`config.mk`:
```
export PLATFORM = sky130hd
export DESIGN_NAME = uart_lite
export DESIGN_NICKNAME = d
export VERILOG_FILES = /design/src/rtl/uart_pkg.sv /design/src/rtl/uart_tx_fifo.sv /design/src/rtl/uart_lite.sv
export SDC_FILE = /design/constraint.sdc
export NUM_CORES = 1
export LEC_CHECK = 0
export ABC_CLOCK_PERIOD_IN_PS = 3700
export CAP_MARGIN = 0
export CORE_MARGIN = 3
export CORE_UTILIZATION = 50
export CTS_BUF_LIST = sky130_fd_sc_hd__clkbuf_4
export DETAILED_ROUTE_END_ITERATION = 10
export PLACE_DENSITY = 0.77
export REMOVE_ABC_BUFFERS = 1
export SYNTH_ARGS = -nofsm -noshare
export SYNTH_HDL_FRONTEND = slang
export SYNTH_HIERARCHICAL = 1
export SYNTH_SLANG_ARGS = --single-unit
```
`constraint.sdc`:
```
create_clock -name clk -period 3.7 [get_ports clk]
set_clock_uncertainty 0.2 [all_clocks]
set_input_delay 0.37 -clock clk [delete_from_list [all_inputs] [get_ports clk]]
set_output_delay 0.37 -clock clk [all_outputs]
set_load 0.005 [all_outputs]
```
`src/rtl/uart_pkg.sv`:
```
// Shared constants for uart_lite: register word offsets (addr[3:2]), STATUS bit positions
// and the 2-bit state encodings used by both the TX and RX machines.
package uart_pkg;

  localparam logic [1:0] UART_TXDATA = 2'd0;
  localparam logic [1:0] UART_RXDATA = 2'd1;
  localparam logic [1:0] UART_STATUS = 2'd2;
  localparam logic [1:0] UART_DIV    = 2'd3;

  localparam int ST_TX_FULL   = 0;
  localparam int ST_TX_EMPTY  = 1;
  localparam int ST_RX_VALID  = 2;
  localparam int ST_RX_OVR    = 3;
  localparam int ST_FRAME_ERR = 4;
  localparam int ST_TX_OVF    = 5;
  localparam int ST_TX_BUSY   = 6;

  localparam logic [1:0] S_IDLE  = 2'd0;
  localparam logic [1:0] S_START = 2'd1;
  localparam logic [1:0] S_DATA  = 2'd2;
  localparam logic [1:0] S_STOP  = 2'd3;

endpackage

```
`src/rtl/uart_tx_fifo.sv`:
```
// DEPTH x 8 synchronous FIFO; head reads straight from the storage flops, push/pop take effect on
// the clock edge. A push while full is accepted only if a pop frees a slot in the same cycle.
module uart_tx_fifo #(
  parameter int DEPTH = 4
) (
  input  logic       clk,
  input  logic       reset_n,
  input  logic       push,
  input  logic [7:0] push_dat,
  input  logic       pop,
  output logic [7:0] head_dat,
  output logic       full,
  output logic       empty
);

  localparam int AW = $clog2(DEPTH);

  logic [AW:0] wr_ptr_q, wr_ptr_d;
  logic [AW:0] rd_ptr_q, rd_ptr_d;
  logic [7:0]  mem_q [DEPTH];
  logic        do_push, do_pop;

  // Extra pointer MSB distinguishes full from empty when the indices match.
  assign empty    = (wr_ptr_q == rd_ptr_q);
  assign full     = (wr_ptr_q[AW] != rd_ptr_q[AW]) && (wr_ptr_q[AW-1:0] == rd_ptr_q[AW-1:0]);
  assign head_dat = mem_q[rd_ptr_q[AW-1:0]];

  always_comb begin
    do_pop   = pop && !empty;
    do_push  = push && (!full || do_pop);
    wr_ptr_d = do_push ? wr_ptr_q + 1'b1 : wr_ptr_q;
    rd_ptr_d = do_pop  ? rd_ptr_q + 1'b1 : rd_ptr_q;
  end

  always_ff @(posedge clk or negedge reset_n) begin
    if (!reset_n) begin
      wr_ptr_q <= '0;
      rd_ptr_q <= '0;
    end else begin
      wr_ptr_q <= wr_ptr_d;
      rd_ptr_q <= rd_ptr_d;
    end
  end

  always_ff @(posedge clk) begin
    if (do_push) mem_q[wr_ptr_q[AW-1:0]] <= push_dat;
  end

endmodule

```
`src/rtl/uart_lite.sv`:
```
// Polled 8N1 UART on the local bus: writes take effect on the wen edge, rdata/rvalid one cycle after ren.
// Optional UART_LOOPBACK_EN adds DIV[31]=LOOP, routing TX into RX and holding uart_tx high.
module uart_lite
  import uart_pkg::*;
#(
  parameter int DIV_W     = 16,
  parameter int TX_DEPTH  = 4,
  parameter int DIV_RESET = 433
) (
  input  logic        clk,
  input  logic        reset_n,
  input  logic [31:0] waddr,
  input  logic [31:0] wdata,
  input  logic        wen,
  input  logic [3:0]  wstrb,
  output logic        wready,
  input  logic [31:0] raddr,
  input  logic        ren,
  output logic [31:0] rdata,
  output logic        rvalid,
  input  logic        uart_rx,
  output logic        uart_tx
);

  logic [1:0]       tx_state_q, tx_state_d, rx_state_q, rx_state_d;
  logic [DIV_W-1:0] tx_baud_q, tx_baud_d, rx_baud_q, rx_baud_d, div_q, div_d;
  logic [2:0]       tx_bit_q, tx_bit_d, rx_bit_q, rx_bit_d;
  logic [7:0]       tx_shift_q, tx_shift_d, rx_shift_q, rx_shift_d, rx_byte_q, rx_byte_d;
  logic             txo_q, txo_d, rx_meta_q, rx_sync_q, rx_src;
  logic             rx_valid_q, rx_valid_d, rx_ovr_q, rx_ovr_d;
  logic             frame_err_q, frame_err_d, tx_ovf_q, tx_ovf_d;
  logic [31:0]      rdata_q, rdata_d, rd_val, wmask;
  logic             rvalid_q;
  logic             tx_pop, fifo_push, fifo_full, fifo_empty, rx_new, rx_ferr, rd_clear, st_clr;
  logic [7:0]       fifo_head;
  logic             unused_ok;

  assign wready = 1'b1;
  assign rdata  = rdata_q;
  assign rvalid = rvalid_q;
  assign wmask  = {{8{wstrb[3]}}, {8{wstrb[2]}}, {8{wstrb[1]}}, {8{wstrb[0]}}};
  assign unused_ok = &{1'b0, waddr[31:4], waddr[1:0], raddr[31:4], raddr[1:0], wdata, wmask};

`ifdef UART_LOOPBACK_EN
  logic loop_q, loop_d;
  assign rx_src  = loop_q ? txo_q : uart_rx;
  assign uart_tx = loop_q ? 1'b1 : txo_q;
  always_comb begin
    loop_d = loop_q;
    if (wen && waddr[3:2] == UART_DIV && wstrb[3]) loop_d = wdata[31];
  end
  always_ff @(posedge clk or negedge reset_n) begin
    if (!reset_n) loop_q <= 1'b0;
    else          loop_q <= loop_d;
  end
`else
  assign rx_src  = uart_rx;
  assign uart_tx = txo_q;
`endif

  uart_tx_fifo #(.DEPTH(TX_DEPTH)) u_tx_fifo (
    .clk      (clk),
    .reset_n  (reset_n),
    .push     (fifo_push),
    .push_dat (wdata[7:0]),
    .pop      (tx_pop),
    .head_dat (fifo_head),
    .full     (fifo_full),
    .empty    (fifo_empty)
  );

  // TX: the serial output is registered from the next-state so it lines up with the state flops.
  always_comb begin
    tx_state_d = tx_state_q;
    tx_baud_d  = tx_baud_q;
    tx_bit_d   = tx_bit_q;
    tx_shift_d = tx_shift_q;
    tx_pop     = 1'b0;
    if (tx_state_q == S_IDLE) begin
      if (!fifo_empty) begin
        tx_pop     = 1'b1;
        tx_shift_d = fifo_head;
        tx_baud_d  = div_q;
        tx_state_d = S_START;
      end
    end else if (tx_baud_q != '0) begin
      tx_baud_d = tx_baud_q - 1'b1;
    end else begin
      tx_baud_d = div_q;
      case (tx_state_q)
        S_START: begin
          tx_state_d = S_DATA;
          tx_bit_d   = '0;
        end
        S_DATA: begin
          tx_shift_d = tx_shift_q >> 1;
          if (tx_bit_q == 3'd7) tx_state_d = S_STOP;
          else                  tx_bit_d   = tx_bit_q + 1'b1;
        end
        default: begin
          if (!fifo_empty) begin
            tx_pop     = 1'b1;
            tx_shift_d = fifo_head;
            tx_state_d = S_START;
          end else begin
            tx_state_d = S_IDLE;
          end
        end
      endcase
    end
    case (tx_state_d)
      S_START: txo_d = 1'b0;
      S_DATA:  txo_d = tx_shift_d[0];
      default: txo_d = 1'b1;
    endcase
  end

  // RX: half-bit delay after the start edge puts every later sample at mid-bit.
  always_comb begin
    rx_state_d = rx_state_q;
    rx_baud_d  = rx_baud_q;
    rx_bit_d   = rx_bit_q;
    rx_shift_d = rx_shift_q;
    rx_new     = 1'b0;
    rx_ferr    = 1'b0;
    if (rx_state_q == S_IDLE) begin
      if (!rx_sync_q) begin
        rx_state_d = S_START;
        rx_baud_d  = div_q >> 1;
      end
    end else if (rx_baud_q != '0) begin
      rx_baud_d = rx_baud_q - 1'b1;
    end else begin
      rx_baud_d = div_q;
      case (rx_state_q)
        S_START: begin
          rx_state_d = rx_sync_q ? S_IDLE : S_DATA;
          rx_bit_d   = '0;
        end
        S_DATA: begin
          rx_shift_d = {rx_sync_q, rx_shift_q[7:1]};
          if (rx_bit_q == 3'd7) rx_state_d = S_STOP;
          else                  rx_bit_d   = rx_bit_q + 1'b1;
        end
        default: begin
          rx_state_d = S_IDLE;
          rx_new     = rx_sync_q;
          rx_ferr    = !rx_sync_q;
        end
      endcase
    end
  end

  always_comb begin
    fifo_push = wen && waddr[3:2] == UART_TXDATA && wstrb[0];
    st_clr    = wen && waddr[3:2] == UART_STATUS && wstrb[0];
    rd_clear  = ren && raddr[3:2] == UART_RXDATA && rx_valid_q;
    rx_byte_d = rx_new ? rx_shift_q : rx_byte_q;
    // A byte landing on the same cycle as the read-clear is a fresh byte, not an overrun.
    rx_valid_d  = rx_new || (rx_valid_q && !rd_clear);
    rx_ovr_d    = (rx_new && rx_valid_q && !rd_clear) || (rx_ovr_q && !(st_clr && wdata[ST_RX_OVR]));
    frame_err_d = rx_ferr || (frame_err_q && !(st_clr && wdata[ST_FRAME_ERR]));
    tx_ovf_d    = (fifo_push && fifo_full && !tx_pop) || (tx_ovf_q && !(st_clr && wdata[ST_TX_OVF]));
    div_d = div_q;
    if (wen && waddr[3:2] == UART_DIV)
      div_d = (div_q & ~wmask[DIV_W-1:0]) | (wdata[DIV_W-1:0] & wmask[DIV_W-1:0]);

    rd_val = '0;
    case (raddr[3:2])
      UART_RXDATA: rd_val[8:0] = {rx_valid_q, rx_byte_q};
      UART_STATUS: begin
        rd_val[ST_TX_FULL]   = fifo_full;
        rd_val[ST_TX_EMPTY]  = fifo_empty;
        rd_val[ST_RX_VALID]  = rx_valid_q;
        rd_val[ST_RX_OVR]    = rx_ovr_q;
        rd_val[ST_FRAME_ERR] = frame_err_q;
        rd_val[ST_TX_OVF]    = tx_ovf_q;
        rd_val[ST_TX_BUSY]   = (tx_state_q != S_IDLE);
      end
      UART_DIV: begin
        rd_val[DIV_W-1:0] = div_q;
`ifdef UART_LOOPBACK_EN
        rd_val[31] = loop_q;
`endif
      end
      default: rd_val = '0;
    endcase
    rdata_d = ren ? rd_val : '0;
  end

  always_ff @(posedge clk or negedge reset_n) begin
    if (!reset_n) begin
      tx_state_q  <= S_IDLE;
      tx_baud_q   <= '0;
      tx_bit_q    <= '0;
      tx_shift_q  <= '0;
      txo_q       <= 1'b1;
      rx_meta_q   <= 1'b1;
      rx_sync_q   <= 1'b1;
      rx_state_q  <= S_IDLE;
      rx_baud_q   <= '0;
      rx_bit_q    <= '0;
      rx_shift_q  <= '0;
      rx_byte_q   <= '0;
      rx_valid_q  <= 1'b0;
      rx_ovr_q    <= 1'b0;
      frame_err_q <= 1'b0;
      tx_ovf_q    <= 1'b0;
      div_q       <= DIV_W'(DIV_RESET);
      rdata_q     <= '0;
      rvalid_q    <= 1'b0;
    end else begin
      tx_state_q  <= tx_state_d;
      tx_baud_q   <= tx_baud_d;
      tx_bit_q    <= tx_bit_d;
      tx_shift_q  <= tx_shift_d;
      txo_q       <= txo_d;
      rx_meta_q   <= rx_src;
      rx_sync_q   <= rx_meta_q;
      rx_state_q  <= rx_state_d;
      rx_baud_q   <= rx_baud_d;
      rx_bit_q    <= rx_bit_d;
      rx_shift_q  <= rx_shift_d;
      rx_byte_q   <= rx_byte_d;
      rx_valid_q  <= rx_valid_d;
      rx_ovr_q    <= rx_ovr_d;
      frame_err_q <= frame_err_d;
      tx_ovf_q    <= tx_ovf_d;
      div_q       <= div_d;
      rdata_q     <= rdata_d;
      rvalid_q    <= ren;
    end
  end

endmodule

```
Yosys cells after proc, flatten, opt, wreduce, memory -nomap -nowiden --
Memory sizes are Yosys's and may differ from the RTL's. Cells that the tools add are included. Widths: inputs -> output; s select.
Word-level totals: bits in registers 112, memory bits (writable) 32, memories kept 1, word-level logic and storage cells 153
Memory list:
- u_tx_fifo.mem_q | words 4, width 8, read ports 1, clocked after memory_dff 0, write ports 1, line uart_tx_fifo.sv:20 | logic [7:0] mem_q [DEPTH];
Operators by class: eq/ne operators 24, add/subtract/negate cells 6, mux-type cells 43, reductions and logical operators 49, bitwise operators 8
Operators with widths (number):
- $mux 16 | 7
- $and 16x16->16 | 2
- $reduce_bool 16->1 | 2
- $sub 16x1->16 const B | 2
- $mux 8 | 3
- $logic_and 1x1->1 | 21
- $pmux 7 s3 | 1
- $mux 2 | 9
- $not 16->16 | 1
- $or 16x16->16 | 1
- $pmux 8 s2 | 1
- $eq 2x2->1 const B | 7
- $ne 2x2->1 const B | 7
- $mux 1 | 13
- $add 3x1->3 const B | 4
- $pmux 2 s2 | 3
- $pmux 3 s2 | 2
- $eq 2x1->1 const B | 4
- $logic_not 1->1 | 8
- $reduce_and 4->1 | 2
- $mux 7 | 1
- $eq 3x3->1 const B | 2
- $logic_not 2->1 | 3
- $mux 3 | 2
- other kinds (11) | 22

Longest topological paths before layout --
depth in word-level cells 10, depth in mapped cells 11, mapped depth without buffers 9

Modules after synthesis --
Netlist, hierarchy kept.
By module, submodules not included:
- uart_lite | cells each 553, area an instance 5866.9 um^2, instances 1, seq. area each 2662.6 um^2
- uart_tx_fifo | cells each 88, area an instance 1621.6 um^2, instances 1, seq. area each 1111.1 um^2

Worst setup path before layout --
OpenSTA, ideal clock, no wires.
path type register to register, start reg u_tx_fifo.rd_ptr_q[1], end mem u_tx_fifo.mem_q[0][0] (enable), data arrival time 2.689 ns, slack 0.534 ns, cell stages (with the launch flop) 10, cells stage by stage dfrtp_1 clkbuf_8 xor2_1 buf_2 nor3_1 clkbuf_1 nor2_1 clkdlybuf4s25_2 or4_1 and3_1
Between the ends: word-level cells in the longest chain between the ends 10, elaborated cells on any way between the ends 14, classes of those cells eq/ne: 2; mux: 6; reduce/logical: 6
Ends and longest elaborated chain:
- start, declared | line uart_tx_fifo.sv:19 | logic [AW:0] rd_ptr_q, rd_ptr_d;
- start signal, assigned | line uart_tx_fifo.sv:41 | rd_ptr_q <= rd_ptr_d;
- $eq 3x3->1 (*) | line uart_tx_fifo.sv:24 | assign empty = (wr_ptr_q == rd_ptr_q);
- via fifo_empty | line uart_lite.sv:34 | logic tx_pop, fifo_push, fifo_full, fifo_empty, rx_new, rx_ferr, rd_clear, st_clr;
- $mux 1 (*) | line uart_lite.sv:80, uart_lite.sv:101
- $mux 1 | line uart_lite.sv:90 | case (tx_state_q)
- $mux 1 | line uart_lite.sv:86 | end else if (tx_baud_q != '0) begin
- $mux 1 (*) | line uart_lite.sv:79 | if (tx_state_q == S_IDLE) begin
- via tx_pop | line uart_lite.sv:34
- $logic_and 1x1->1 (*) | line uart_tx_fifo.sv:29 | do_pop = pop && !empty;
- $logic_or 1x1->1 (*) | line uart_tx_fifo.sv:30 | do_push = push && (!full || do_pop);
- $logic_and 1x1->1 (*) | line uart_tx_fifo.sv:30
- $mux 1 (*) | line uart_tx_fifo.sv:46 | if (do_push) mem_q[wr_ptr_q[AW-1:0]] <= push_dat;
- $mux 1 (implied by the code) (*) | line uart_tx_fifo.sv:46
- end, declared | line uart_tx_fifo.sv:20
Mark *: on every way through the listed nets, which the timed path passes. The rest lies on a longest branch.

Final worst setup path --
start reg tx_baud_q[0], end mem u_tx_fifo.mem_q[3][0] (enable)
Between the ends: word-level cells in the longest chain between the ends 8
Ends and longest elaborated chain:
- start, declared | line uart_lite.sv:26 | logic [DIV_W-1:0] tx_baud_q, tx_baud_d, rx_baud_q, rx_baud_d, div_q, div_d;
- start signal, assigned | line uart_lite.sv:214 | tx_baud_q <= tx_baud_d;
- $reduce_bool 16->1 | line uart_lite.sv:86
- $mux 1 | line uart_lite.sv:86
- $mux 1 | line uart_lite.sv:79
- via tx_pop | line uart_lite.sv:34
- $logic_and 1x1->1 | line uart_tx_fifo.sv:29
- $logic_or 1x1->1 | line uart_tx_fifo.sv:30
- $logic_and 1x1->1 | line uart_tx_fifo.sv:30
- $mux 1 | line uart_tx_fifo.sv:46
- $mux 1 (implied by the code) | line uart_tx_fifo.sv:46
The timed path passes the listed nets, and every way through them passes these cells.

==> summary.txt <==
STA
  • Final Hold Fails: 0
  • RSZ-0062 raised after global routing: no
  • Setup TNS: 0 ps
  • Fmax: 0.326 GHz
  • Tcrit/Tclk final: just over 80%
  • Worst Tran Pin Value: 1080 ps
  • Slew headroom: between 20 and 30%
  • # setup viols final: 0
  • Worst hold margin: 166 ps
  • Fin crit period: 3070 ps
  • Final Max Tran Viols: 0

Power
  • PwrDens: roughly 620 mW/mm^2
  • Pleak: approximately 3.5 nW
  • Int Pwr: about 3.1 mW
  • Switching Fraction: 39.3%
  • Comb power frac: between 30 and 40%
  • Clk pwr share: 18.5%
  • Sequential Power Share: between 40% and 50%
  • Total chip power: 5.15 mW
  • Peak supply drop: roughly 0.23 mV
  • Sw Pwr: 2.03 mW

Synthesis
  • Post-synthesis register bit count: 144
  • Area of the mapped netlist: 0.00749 sq mm
  • Yosys top cell area share: 34.8%
  • Count of unique library cells instantiated by Yosys: 77
  • Avg Inst Size Synth: between 10 and 15 sq um
  • Asr flop ratio synth: slightly below 80%
  • Register area share after synthesis: between 50% and 60%
  • Syn. warnings: 6
  • Number of flops mapped to enable cells by yosys: 32
  • Primary FF master, synth: dfrtp_1
  • Post-Syn Instances: roughly 640
  • Area leader, netlist: dfrtp_1
  • Synth top area cells: dfrtp_1, edfxtp_1, mux2_2, ha_1, dfstp_2

Drt
  • DRC errors left: 0
  • Final ANT Viol Nets: 0
  • First-pass iteration count of the detailed router: 5
  • Via density: roughly 6
  • Routed wire length: roughly 16,000 um
  • DR WL/cell: 18.3 um
  • Iter 0 DRT Violations: 451
  • Vias after detailed routing: around 5,300

Critical path
  • Slowest-stage cell, CP: o41ai_2
  • Type of origin of the critical path: register
  • Critical path class: register to register
  • CP dominant cell by count: inv_1
  • CP Data Arrival Time: 3150 ps
  • CP Capture Type: register
  • Critical path cell sequence: inv_1 > ha_1 > nor4b_2 > and4_1 > a21oi_1 > nor2_1 > buf_4 > o41ai_2 > inv_1
  • CP max FO: 9
  • CP max stage delay: between 400 and 500 ps
  • Worst path required time: 3780 ps

Layout
  • Final Util: a little under three fifths
  • Commonest non-fill, non-tap cell in the layout: dfrtp_1
  • Fin cells: 881
  • Most frequent cells in the layout: dfrtp_1, nand2_1, clkdlybuf4s50_1, mux2_2, edfxtp_1
  • Share of layout cells above drive strength 1: 16.5%
  • Area Overhead vs Synth: 10.4%
  • Post-layout nets: approximately 810

Placed design
  • GP Congestion: between 0.8 and 0.9
  • Hpwl dp: 11,300 um
  • Buffers on Ports: between 40 and 50
  • Inst Count DP: approximately 850

GRT
  • Largest net degree at the start of global routing: 85
  • First-pass GRT wire length: approximately 26,000 um
  • Number of global-route vias before repair: 5,155
  • Gr ovfl total: 0
  • Tot GR Track Use: between 20% and 30%
  • Initial antenna violation count: 1

Flow run
  • Maxcap violations: 0

CTS
  • Clock transition at path regs: 120 ps
  • Bufs on Longest Clock Path: 2
  • Clock Latency Late Sink: slightly below 600 ps
  • Postcts setup bufs: 0
  • Root buffer cell: clkbuf_4
  • Clock sinks: ~140
  • H-tree depth reported by CTS: 4
  • Number of CTS-inserted buffers: 17
  • CTS tree: built

Floorplanning
  • Die Span Y: approximately 130 um
  • Die ar.: around 0.016 sq mm
  • I/O pins: 140
  • Initial Utilization: slightly above 50%
  • Rows: 44
  • Core ar.: 0.0146 sq mm
  • Die width: between 100 and 150 um

Status
  • Status: complete, no violations

Hold path
  • Class of the tightest hold or removal check: register to register
## cell families (layout without fill, tap and decap cells)
kind of cell    after synthesis  in the layout  share of synthesized area [%]
simple gates                178            178                           14.0
flops                       144            144                           50.4
compound gates              132            132                           12.7
mux                          76             76                           12.4
buf+inv                      75            115                           5.43
fa+ha+maj                    19             19                           3.17
xor+xnor                     15             15                           1.75
other cells                   2             18                          0.100
## critical path, delay by kind of cell (launching register included)
family	cells	cell delay [ps]
AOI/OAI and AO/OA	2	830
buffers and inverters	3	570
and+or+nand+nor	3	560
DFF	1	400
adders and majority gates	1	220
## cells in the mapped netlist, drive strengths merged (4+ instances only)
cell / number
a21oi: 9
xor2: 5
and2: 11
nor2: 25
nor2b: 9
edfxtp: 32
o211ai: 6
clkbuf: 16
dfrtp: 104
nand4: 8
dfstp: 8
o31ai: 6
ha: 19
nand3: 15
mux2i: 12
mux2: 56
or4: 5
a22oi: 15
mux4: 8
xnor2: 10
nor3: 28
and3: 5
o41ai: 5
buf: 30
inv: 28
a22o: 11
a221o: 4
o21ai: 47
nor4: 9
nand2: 46
## per-layer routing
metal  share of wire [%]  GRT usage [%]  up-vias
met5                   0              0        -
met3                 3.9           4.36       28
met1                  43           26.3     2696
met2                  52           32.9      140
li1                    -              -     2428
met4                 2.1           7.93        0
## per-stage QoR
stage                     setup slack (ps)  cell area (sq um)
after floorplan                        160               7240
after global placement                 775               7980
after detailed placement               695               7980
after CTS                              669               8270
after global routing                   541               8270
final                                  633               8270
## cell type report
cell class | count | area [sq um]
Tap cell | 184 | 230
Timing Repair Buffer | 55 | 526
Multi-Input combinational cell | 437 | 3360
Clock inverter | 11 | 109
Sequential cell | 144 | 3770
Fill cell | 1170 | 6320
Inverter | 28 | 105
Antenna cell | 1 | 2.50
Clock buffer | 21 | 158
## final timing paths
check	endpoint	from	slack (ps)	depth (start not counted)
max in group asynchronous	rx_shift_q[0]	reset_n	2040	3
worst min register to register	rx_sync_q	rx_meta_q	170	0
worst max register to register	u_tx_fifo/mem_q[3][0]	tx_baud_q[0]	630	9
min in group asynchronous	rdata[11]	reset_n	320	2
worst max-delay path	u_tx_fifo/mem_q[3][0]	tx_baud_q[0]	630	9
worst min-delay path	rx_sync_q	rx_meta_q	170	0
## repair_timing
action / 4_1_cts / 5_1_grt
endpoints found under the setup margin: 0 / 0
hold endpoints to repair: 75 / 0
resized for setup: 0 / 0
hold buffers: 2 / 0
## power groups by stage
| stage | combinational, mW | clock, mW | sequential [mW] |
|---|---|---|---|
| floorplan | 1.36 | 0 | 2.26 |
| global placement | 1.76 | 0 | 2.33 |
| detailed placement | 1.84 | 0 | 2.35 |
| CTS | 1.86 | 0.968 | 2.32 |
| global route | 2.06 | 1.03 | 2.37 |
| finish | 1.87 | 0.952 | 2.33 |
Note: power is estimated with default switching activity, not from simulation.
